`src/rtl/inst_encoder.sv`:
```
// RV32I instruction encoder: packs decoded fields into a 32-bit word,
// rejects malformed requests, and queues legal words in a 2-entry FIFO
// tagged with consecutive instruction-memory byte addresses.

package types;
    typedef enum logic [2:0] {
        R_TYPE       = 3'd0,
        I_TYPE       = 3'd1,
        S_TYPE       = 3'd2,
        B_TYPE       = 3'd3,
        U_TYPE       = 3'd4,
        J_TYPE       = 3'd5,
        INVALID_TYPE = 3'd6
    } inst_format_e;
endpackage

module inst_encoder #(
    parameter logic [31:0] BASE_ADDR = 32'h0000_0000,
    parameter int unsigned ADDR_STEP = 4
) (
    input  logic                clk_i,
    input  logic                rst_ni,
    input  logic                clear_i,
    input  logic                valid_i,
    output logic                ready_o,
    input  types::inst_format_e format_i,
    input  logic [6:0]          opcode_i,
    input  logic [2:0]          funct3_i,
    input  logic [6:0]          funct7_i,
    input  logic [4:0]          rs1_i,
    input  logic [4:0]          rs2_i,
    input  logic [4:0]          rd_i,
    input  logic [31:0]         imm_i,
    output logic                valid_o,
    input  logic                ready_i,
    output logic [31:0]         inst_o,
    output logic [31:0]         addr_o,
    output logic [7:0]          err_cnt_o
);

    localparam logic [31:0] STEP = 32'(ADDR_STEP);

    // Buffer entry 0 is always the head; entry 1 only holds data when full.
    logic [1:0][31:0] buf_inst_q, buf_inst_d;
    logic [1:0][31:0] buf_addr_q, buf_addr_d;
    logic [1:0]       count_q, count_d;
    logic [31:0]      addr_cnt_q, addr_cnt_d;
    logic [7:0]       err_cnt_q, err_cnt_d;

    logic [31:0] enc_word;
    logic        legal;
    logic        in_fire;
    logic        out_fire;
    logic        push;
    logic        reject;
    logic [1:0]  push_idx;

    assign ready_o   = (count_q != 2'd2);
    assign valid_o   = (count_q != 2'd0);
    assign inst_o    = buf_inst_q[0];
    assign addr_o    = valid_o ? buf_addr_q[0] : addr_cnt_q;
    assign err_cnt_o = err_cnt_q;

    // Pack the request fields according to the instruction format.
    always_comb begin
        enc_word = 32'h0;
        unique case (format_i)
            types::R_TYPE: enc_word = {funct7_i, rs2_i, rs1_i, funct3_i, rd_i, opcode_i};
            types::I_TYPE: enc_word = {imm_i[11:0], rs1_i, funct3_i, rd_i, opcode_i};
            types::S_TYPE: enc_word = {imm_i[11:5], rs2_i, rs1_i, funct3_i, imm_i[4:0], opcode_i};
            types::B_TYPE: enc_word = {imm_i[12], imm_i[10:5], rs2_i, rs1_i, funct3_i,
                                       imm_i[4:1], imm_i[11], opcode_i};
            types::U_TYPE: enc_word = {imm_i[31:12], rd_i, opcode_i};
            types::J_TYPE: enc_word = {imm_i[20], imm_i[10:1], imm_i[11], imm_i[19:12],
                                       rd_i, opcode_i};
            default:       enc_word = 32'h0;
        endcase
    end

    // Legality: the immediate must be representable in the format's field
    // (sign bits above the field all equal, branch/jump offsets even).
    always_comb begin
        legal = 1'b0;
        unique case (format_i)
            types::R_TYPE: legal = 1'b1;
            types::I_TYPE,
            types::S_TYPE: legal = (imm_i[31:11] == '0) || (imm_i[31:11] == '1);
            types::B_TYPE: legal = !imm_i[0] &&
                                   ((imm_i[31:12] == '0) || (imm_i[31:12] == '1));
            types::U_TYPE: legal = (imm_i[11:0] == 12'h000);
            types::J_TYPE: legal = !imm_i[0] &&
                                   ((imm_i[31:20] == '0) || (imm_i[31:20] == '1));
            default:       legal = 1'b0;
        endcase
        if (opcode_i[1:0] != 2'b11) begin
            legal = 1'b0;
        end
    end

    // Handshakes; clear wins over both sides in the same cycle.
    assign in_fire  = valid_i & ready_o & ~clear_i;
    assign out_fire = valid_o & ready_i & ~clear_i;
    assign push     = in_fire & legal;
    assign reject   = in_fire & ~legal;
    assign push_idx = count_q - {1'b0, out_fire};

    // Next-state for the FIFO, address counter and error counter.
    always_comb begin
        buf_inst_d = buf_inst_q;
        buf_addr_d = buf_addr_q;
        count_d    = count_q;
        addr_cnt_d = addr_cnt_q;
        err_cnt_d  = err_cnt_q;
        if (clear_i) begin
            count_d    = 2'd0;
            addr_cnt_d = BASE_ADDR;
            err_cnt_d  = 8'h00;
        end else begin
            if (out_fire) begin
                addr_cnt_d = addr_cnt_q + STEP;
                // Shift only when a second word is waiting, so inst_o keeps
                // its last value once the buffer drains.
                if (count_q == 2'd2) begin
                    buf_inst_d[0] = buf_inst_q[1];
                    buf_addr_d[0] = buf_addr_q[1];
                end
            end
            if (push) begin
                // Address = head address plus one step per word already
                // queued ahead of this one; holds with or without a pop.
                buf_inst_d[push_idx[0]] = enc_word;
                buf_addr_d[push_idx[0]] = addr_cnt_q + ((count_q == 2'd0) ? 32'h0 : STEP);
            end
            count_d = count_q - {1'b0, out_fire} + {1'b0, push};
            if (reject && (err_cnt_q != 8'hFF)) begin
                err_cnt_d = err_cnt_q + 8'h01;
            end
        end
    end

    // State registers with asynchronous active-low reset.
    always_ff @(posedge clk_i or negedge rst_ni) begin
        if (!rst_ni) begin
            buf_inst_q <= '0;
            buf_addr_q <= '0;
            count_q    <= 2'd0;
            addr_cnt_q <= BASE_ADDR;
            err_cnt_q  <= 8'h00;
        end else begin
            buf_inst_q <= buf_inst_d;
            buf_addr_q <= buf_addr_d;
            count_q    <= count_d;
            addr_cnt_q <= addr_cnt_d;
            err_cnt_q  <= err_cnt_d;
        end
    end

endmodule
```
`config.mk`:
```
export PLATFORM = sky130hd
export DESIGN_NAME = inst_encoder
export DESIGN_NICKNAME = d
export VERILOG_FILES = /design/src/rtl/inst_encoder.sv
export SDC_FILE = /design/constraint.sdc
export NUM_CORES = 1
export LEC_CHECK = 0
export ABC_AREA = 1
export BUFFER_PORTS_ARGS = -buffer_cell sky130_fd_sc_hd__clkbuf_2
export CAP_MARGIN = 5
export CORE_MARGIN = 4
export CORE_UTILIZATION = 45
export DETAILED_ROUTE_END_ITERATION = 8
export PLACE_DENSITY = 0.62
export SLEW_MARGIN = 20
export SYNTH_ARGS = -nofsm -noshare
export SYNTH_HDL_FRONTEND = slang
export SYNTH_SLANG_ARGS = --single-unit
```
`constraint.sdc`:
```
create_clock -name clk_i -period 2.4 [get_ports clk_i]
set_input_delay 0.72 -clock clk_i [delete_from_list [all_inputs] [get_ports clk_i]]
set_output_delay 0.72 -clock clk_i [all_outputs]
set_load 0.05 [all_outputs]
```
* Word-level counts from Yosys, hierarchy flattened
Index checks and enable logic that the tools add are counted.
** Cells by class
- Mux-type cells :: 22
- Equality and inequality tests :: 12
- Multiply operators :: 0
- $lt $le $gt $ge :: 2
- Shift-type cells :: 0
- Div/mod/pow operators :: 0
- Add/sub/neg operators :: 5
- Reduce and logical (&&, ||, !) cells :: 19
- Bitwise gates (word level) :: 8
** Operators with widths (count)
- 32-bit two-way mux :: 12
- 32-bit case mux with 6 select lines :: 1
- 64-bit bitwise mux :: 2
- 32-bit by 3-bit adder with 32-bit output :: 1
- 32-bit by 3-bit adder with 32-bit output, second input constant :: 1
- 32-bit demux with 1-bit select :: 1
- 12-bit logical NOT :: 2
- 21-bit equality test, second input constant :: 1
- 21-bit logical NOT :: 1
- 20-bit equality test, second input constant :: 1
- 20-bit logical NOT :: 1
- 8-bit two-way mux :: 2
- 12-bit equality test, second input constant :: 1
- 8-bit by 1-bit adder with 8-bit output, second input constant :: 1
- 8-bit inequality test, second input constant :: 1
- 1-bit AND :: 6
- 3-bit by 2-bit equality test with 1-bit output, second input constant :: 2
- 3-bit equality test, second input constant :: 2
- 2-bit nonzero test :: 3
- 1-bit case mux with 5 select lines :: 1
- 1-bit logical AND :: 4
- 2-bit inequality test, second input constant :: 2
- 3-bit by 1-bit equality test with 1-bit output, second input constant :: 1
- 3-bit logical NOT :: 1
- other kinds (14) :: 17
** Word-level totals
- Flip-flop bits (word level) :: 170
- Memory bits (writable) :: 0
- Output and inout port bits :: 74
- Memories :: 0
- Latch bits :: 0
- Word-level logic and storage cells :: 75
- ROM bits :: 0

* Longest topological paths before layout
- Depth in word-level cells :: 10
- Mapped depth :: 16
- Gate-level depth less buffers :: 16

* Worst setup path after synthesis
Ideal clock, no wire load.
- Path type :: in2reg
- From :: input clear_i
- To :: register buf_inst_q, in the netlist inst_o[29]
- Cell stages on the path :: 9
- Slack :: -146 ps
- Arrival :: 2421 ps
- Cell sequence :: clkbuf_1 > nor2_2 > ha_1 > clkbuf_1 > clkbuf_1 > clkbuf_1 > o21ai_0 > nand2_1 > o21ai_1
** Between the ends
- Word-level cells in the longest chain between the ends :: 9
- Elaborated cells on any way between the ends :: 14
** RTL lines
- start, declared :: RTL line 23 : input logic clear_i,
- 1-bit NOT (no line)
- 1-bit AND :: RTL line 102 : assign out_fire = valid_o & ready_i & ~clear_i;
- 2-bit by 1-bit subtractor with 2-bit output
- 1-bit by 2-bit less-than comparator with 1-bit output (not written as such) / 1-bit greater-or-equal comparator (equally long branches) :: RTL line 131 : buf_inst_d[push_idx[0]] = enc_word;
- 1-bit logical AND (not written as such) :: RTL line 131
- 32-bit two-way mux (not written as such) :: RTL line 131
- 32-bit demux with 1-bit select :: RTL line 131
- 64-bit bitwise mux :: RTL line 131
- 32-bit two-way mux :: RTL line 128 : if (push) begin
- end signal, assigned :: RTL line 150 : buf_inst_q <= buf_inst_d;
- end, declared :: RTL line 44 : logic [1:0][31:0] buf_inst_q, buf_inst_d;
Several ways; a longest one is shown, not always the timed one. The select of a mux whose other input is x is not followed.
A chain may end at the register's enable or synchronous reset.

* Worst setup path in the final report
- From :: register count_q[1]
- To :: output addr_o[24]
** Between the ends
- Word-level cells in the longest chain between the ends :: 2
** RTL lines
- start, declared :: RTL line 46 : logic [1:0] count_q, count_d;
- start signal, assigned :: RTL line 152 : count_q <= count_d;
- 2-bit nonzero test :: RTL line 59 : assign valid_o = (count_q != 2'd0);
- 32-bit two-way mux :: RTL line 61 : assign addr_o = valid_o ? buf_addr_q[0] : addr_cnt_q;
- end, declared :: RTL line 37 : output logic [31:0] addr_o,
Every way passes these cells.

==> results by group <==
Final layout
  • Antenna fix cells: 0
  • Commonest non-fill, non-tap cell in the layout: nand2_1
  • Final #Nets: 1658
  • Area added between synthesis and finish: 24.7%
  • Ratio of cells with drive above 1 in the final layout: 0.211
  • Commonest cells after routing, fill and taps aside: 508 x nand2_1, 166 x dfrtp_1, 155 x o21ai_0
  • Fillers: 2017
  • Cell Count, Final, Fillers Out: 1873

Drt
  • Via Count: 9685
  • Post-route DRC: 0
  • Final WL: 28600 um
  • Drt first pass iters: 5
  • Vias/cell: 5.17
  • First DRT Iteration DRCs: 726
  • Routed WL per cell: 15.3 um
  • Final ANT Viol Nets: 0

CTS
  • CTS root buffer: clkbuf_16
  • TritonCTS Sinks: 166
  • Worst skew pair latency: 0.44 ns
  • TritonCTS Buffers: 17
  • CTS Hold Bufs: 0
  • Worst-path clk slew: 0.07 ns
  • TritonCTS clock tree: built
  • H-tree levels: 4
  • Clock tree buffer depth: 2

Synth
  • Mux cell area share after synthesis: 0.0286
  • Cells after Synth: 1449
  • Ys flop type: dfrtp_1
  • Post-Synth XOR/XNOR Area: 0.0250
  • Ys async rst share: 1.00
  • Fraction of the mapped netlist area in simple logic gates: 0.289
  • Seq/Total Area, Yosys: 0.408
  • Post-Syn Area: 10200 um^2
  • Yosys reg bits: 166
  • Compound-gate portion of the synthesized area: 0.134
  • Post-synthesis adder-cell area fraction: 0.00738
  • Yosys warning total: 0
  • Yosys cell types: 39
  • Syn_nets: 1527
  • Main combinational cell family by area after synthesis: simple AND/OR/NAND/NOR gates
  • Mapped Avg Cell Area: 7.02 um^2
  • Post-synth EDFFs: 0

STA
  • Worst Tran Pin Value: 0.607 ns
  • Hold Slack: 0.215 ns
  • Final setup viols: 27
  • RSZ-0062 raised after global routing: true
  • Tmin final: 2.50 ns
  • Fmax: 400 MHz
  • Max-slew violations: 0
  • Final worst slack: -0.0988 ns
  • Slew headroom: 0.592
  • Part of the cycle the worst path needs: 1.04
  • Clock Skews: 0.0129 ns
  • Fin. Hold Viols: 0

Critical path
  • Crit Path Class: reg -> out
  • Setup crit end kind: output pin
  • R2R Setup Slk: 0.10 ns
  • Most used cell, CP: buf_6
  • Element type at the critical path start: flop
  • Crit Path Max Fanout: 9
  • Cell Chain, Critical Path: buf_6 > nor2_4 > buf_12 > buf_6 > nand2_2 > o21ai_2 > buf_8
  • WP data arrival: 1.78 ns
  • Worst r2r src: count_q[1]$_DFF_PN0_
  • CP max-delay cell: dfrtp_1
  • Crit path max-delay family: buffers and inverters
  • Worst reg2reg path depth: 15
  • Required time worst endpoint: 1.68 ns
  • CP Launch Point: count_q[1]$_DFF_PN0_
  • Capture point of the worst reg-to-reg path: buf_addr_q[24]$_DFFE_PN0N_
  • CP bufs+invs: 4
  • CP peak stage delay: 0.40 ns

Floorplan
  • Initial core utilization: 0.462
  • IO Pins: 146
  • Die height: 158 um
  • Width of the die: 158 um
  • Core Area: 22000 um^2
  • Die area: 25100 um^2
  • Num rows: 54

Run status
  • Violated checks: setup timing
  • Outcome: finished, violations left

Power and ir drop
  • Peak supply drop: 0.411 mV
  • Total chip power: 7.07 mW
  • Power Dens Cells: 557 nW/um^2
  • Leakage: 6.63 nW

GRT
  • GRT Total Usage: 0.234
  • GR Overflow Total: 0
  • Largest net degree at the start of global routing: 61
  • Vias in the first global route: 9299
  • Antenna violations before repair: 0
  • First-pass GRT wire length: 47200 um

Place
  • RePlAce Congestion: 0.951
  • Placed cells: 1826
  • DPL Wire Length: 20300 um
  • Port bufs: 145

Run
  • Max cap viols: 0

Worst hold path
  • Hold Path Class: in -> async
-- through the flow --
stage	area (um^2)	util	TNS (ns)	setup WS, ns
final	12700	0.576	-1.73	-0.0988
after global placement	11300	0.512	0	0.0609
after floorplan	10200	-	-1.11	-0.103
after detailed placement	11300	0.512	0	0.0334
after global routing	12700	0.576	-3.64	-0.154
after CTS	12500	0.569	-2.00	-0.107
-- layer usage --
layer  track usage  wire length, um  vias up
met2         0.362            12900      278
li1              -                -     4849
met3        0.0462             1740       30
met1         0.345            13500     4528
met4        0.0471              411        0
met5             0                0        -
-- flip-flops by register name (all words and copies together), names as in the netlist --
name        flops
inst_o         32
err_cnt_o       8
addr_cnt_q     30
buf_addr_q     62
count_q         2
buf_inst_q     32
-- area by class of cell --
| cell class | instances | area, um^2 | area share |
|---|---|---|---|
| clock buffers | 19 | 433 | 0.0341 |
| clock inverters | 13 | 169 | 0.0133 |
| inverters | 130 | 490 | 0.0387 |
| multi-input cells | 1055 | 5270 | 0.415 |
| flip-flops and latches | 166 | 4150 | 0.327 |
| well taps | 280 | 350 | 0.0276 |
| repair buffers | 210 | 1820 | 0.144 |
-- synth_stat cells (6+ instances only) --
cell | number | share of area
a21oi_1 | 32 | 0.016
buf_2 | 11 | 0.0054
buf_4 | 35 | 0.026
buf_6 | 10 | 0.011
clkbuf_1 | 40 | 0.015
dfrtp_1 | 166 | 0.41
ha_1 | 6 | 0.0074
inv_1 | 125 | 0.046
mux2i_1 | 28 | 0.028
nand2_1 | 535 | 0.20
nand3_1 | 47 | 0.023
nand4_1 | 12 | 0.0074
nor2_1 | 91 | 0.034
nor3_1 | 13 | 0.0064
o211ai_1 | 8 | 0.0059
o21ai_0 | 187 | 0.092
o21ai_1 | 29 | 0.014
or2_2 | 6 | 0.0037
xnor2_1 | 7 | 0.0060
xor2_1 | 22 | 0.019
-- worst max-delay path by stage --
stage,endpoint,slack (ns),cells after the start
final,addr_o[24],-0.1,7
after global routing,addr_o[17],-0.15,7
after CTS,addr_o[23],-0.11,8
after detailed placement,inst_o[12]$_DFFE_PN0N_,0.03,12
after global placement,count_q[1]$_DFF_PN0_,0.06,13
after floorplan,addr_o[2],-0.10,3
-- report_power, final --
| part | total, mW | internal, mW | switching [mW] |
|---|---|---|---|
| Combinational | 1.16 | 0.348 | 0.809 |
| Sequential | 3.04 | 2.97 | 0.0696 |
| Clock | 2.87 | 1.65 | 1.22 |
| Total | 7.07 | 4.97 | 2.10 |
-- logic make-up after synthesis --
kind of cell	count (synthesis)
buf+inv	229
xor+xnor	29
simple gates	725
flops	166
compound gates	265
fa+ha+maj	6
mux	29
-- timing repair --
action,4_1_cts,5_1_grt
hold endpoints to repair,0,0
resized for setup,126,72
buffers inserted,9,3
pin swaps,1,4
endpoints found under the setup margin,30,59
cloned,5,1
Power figures use the tool's default switching activity.
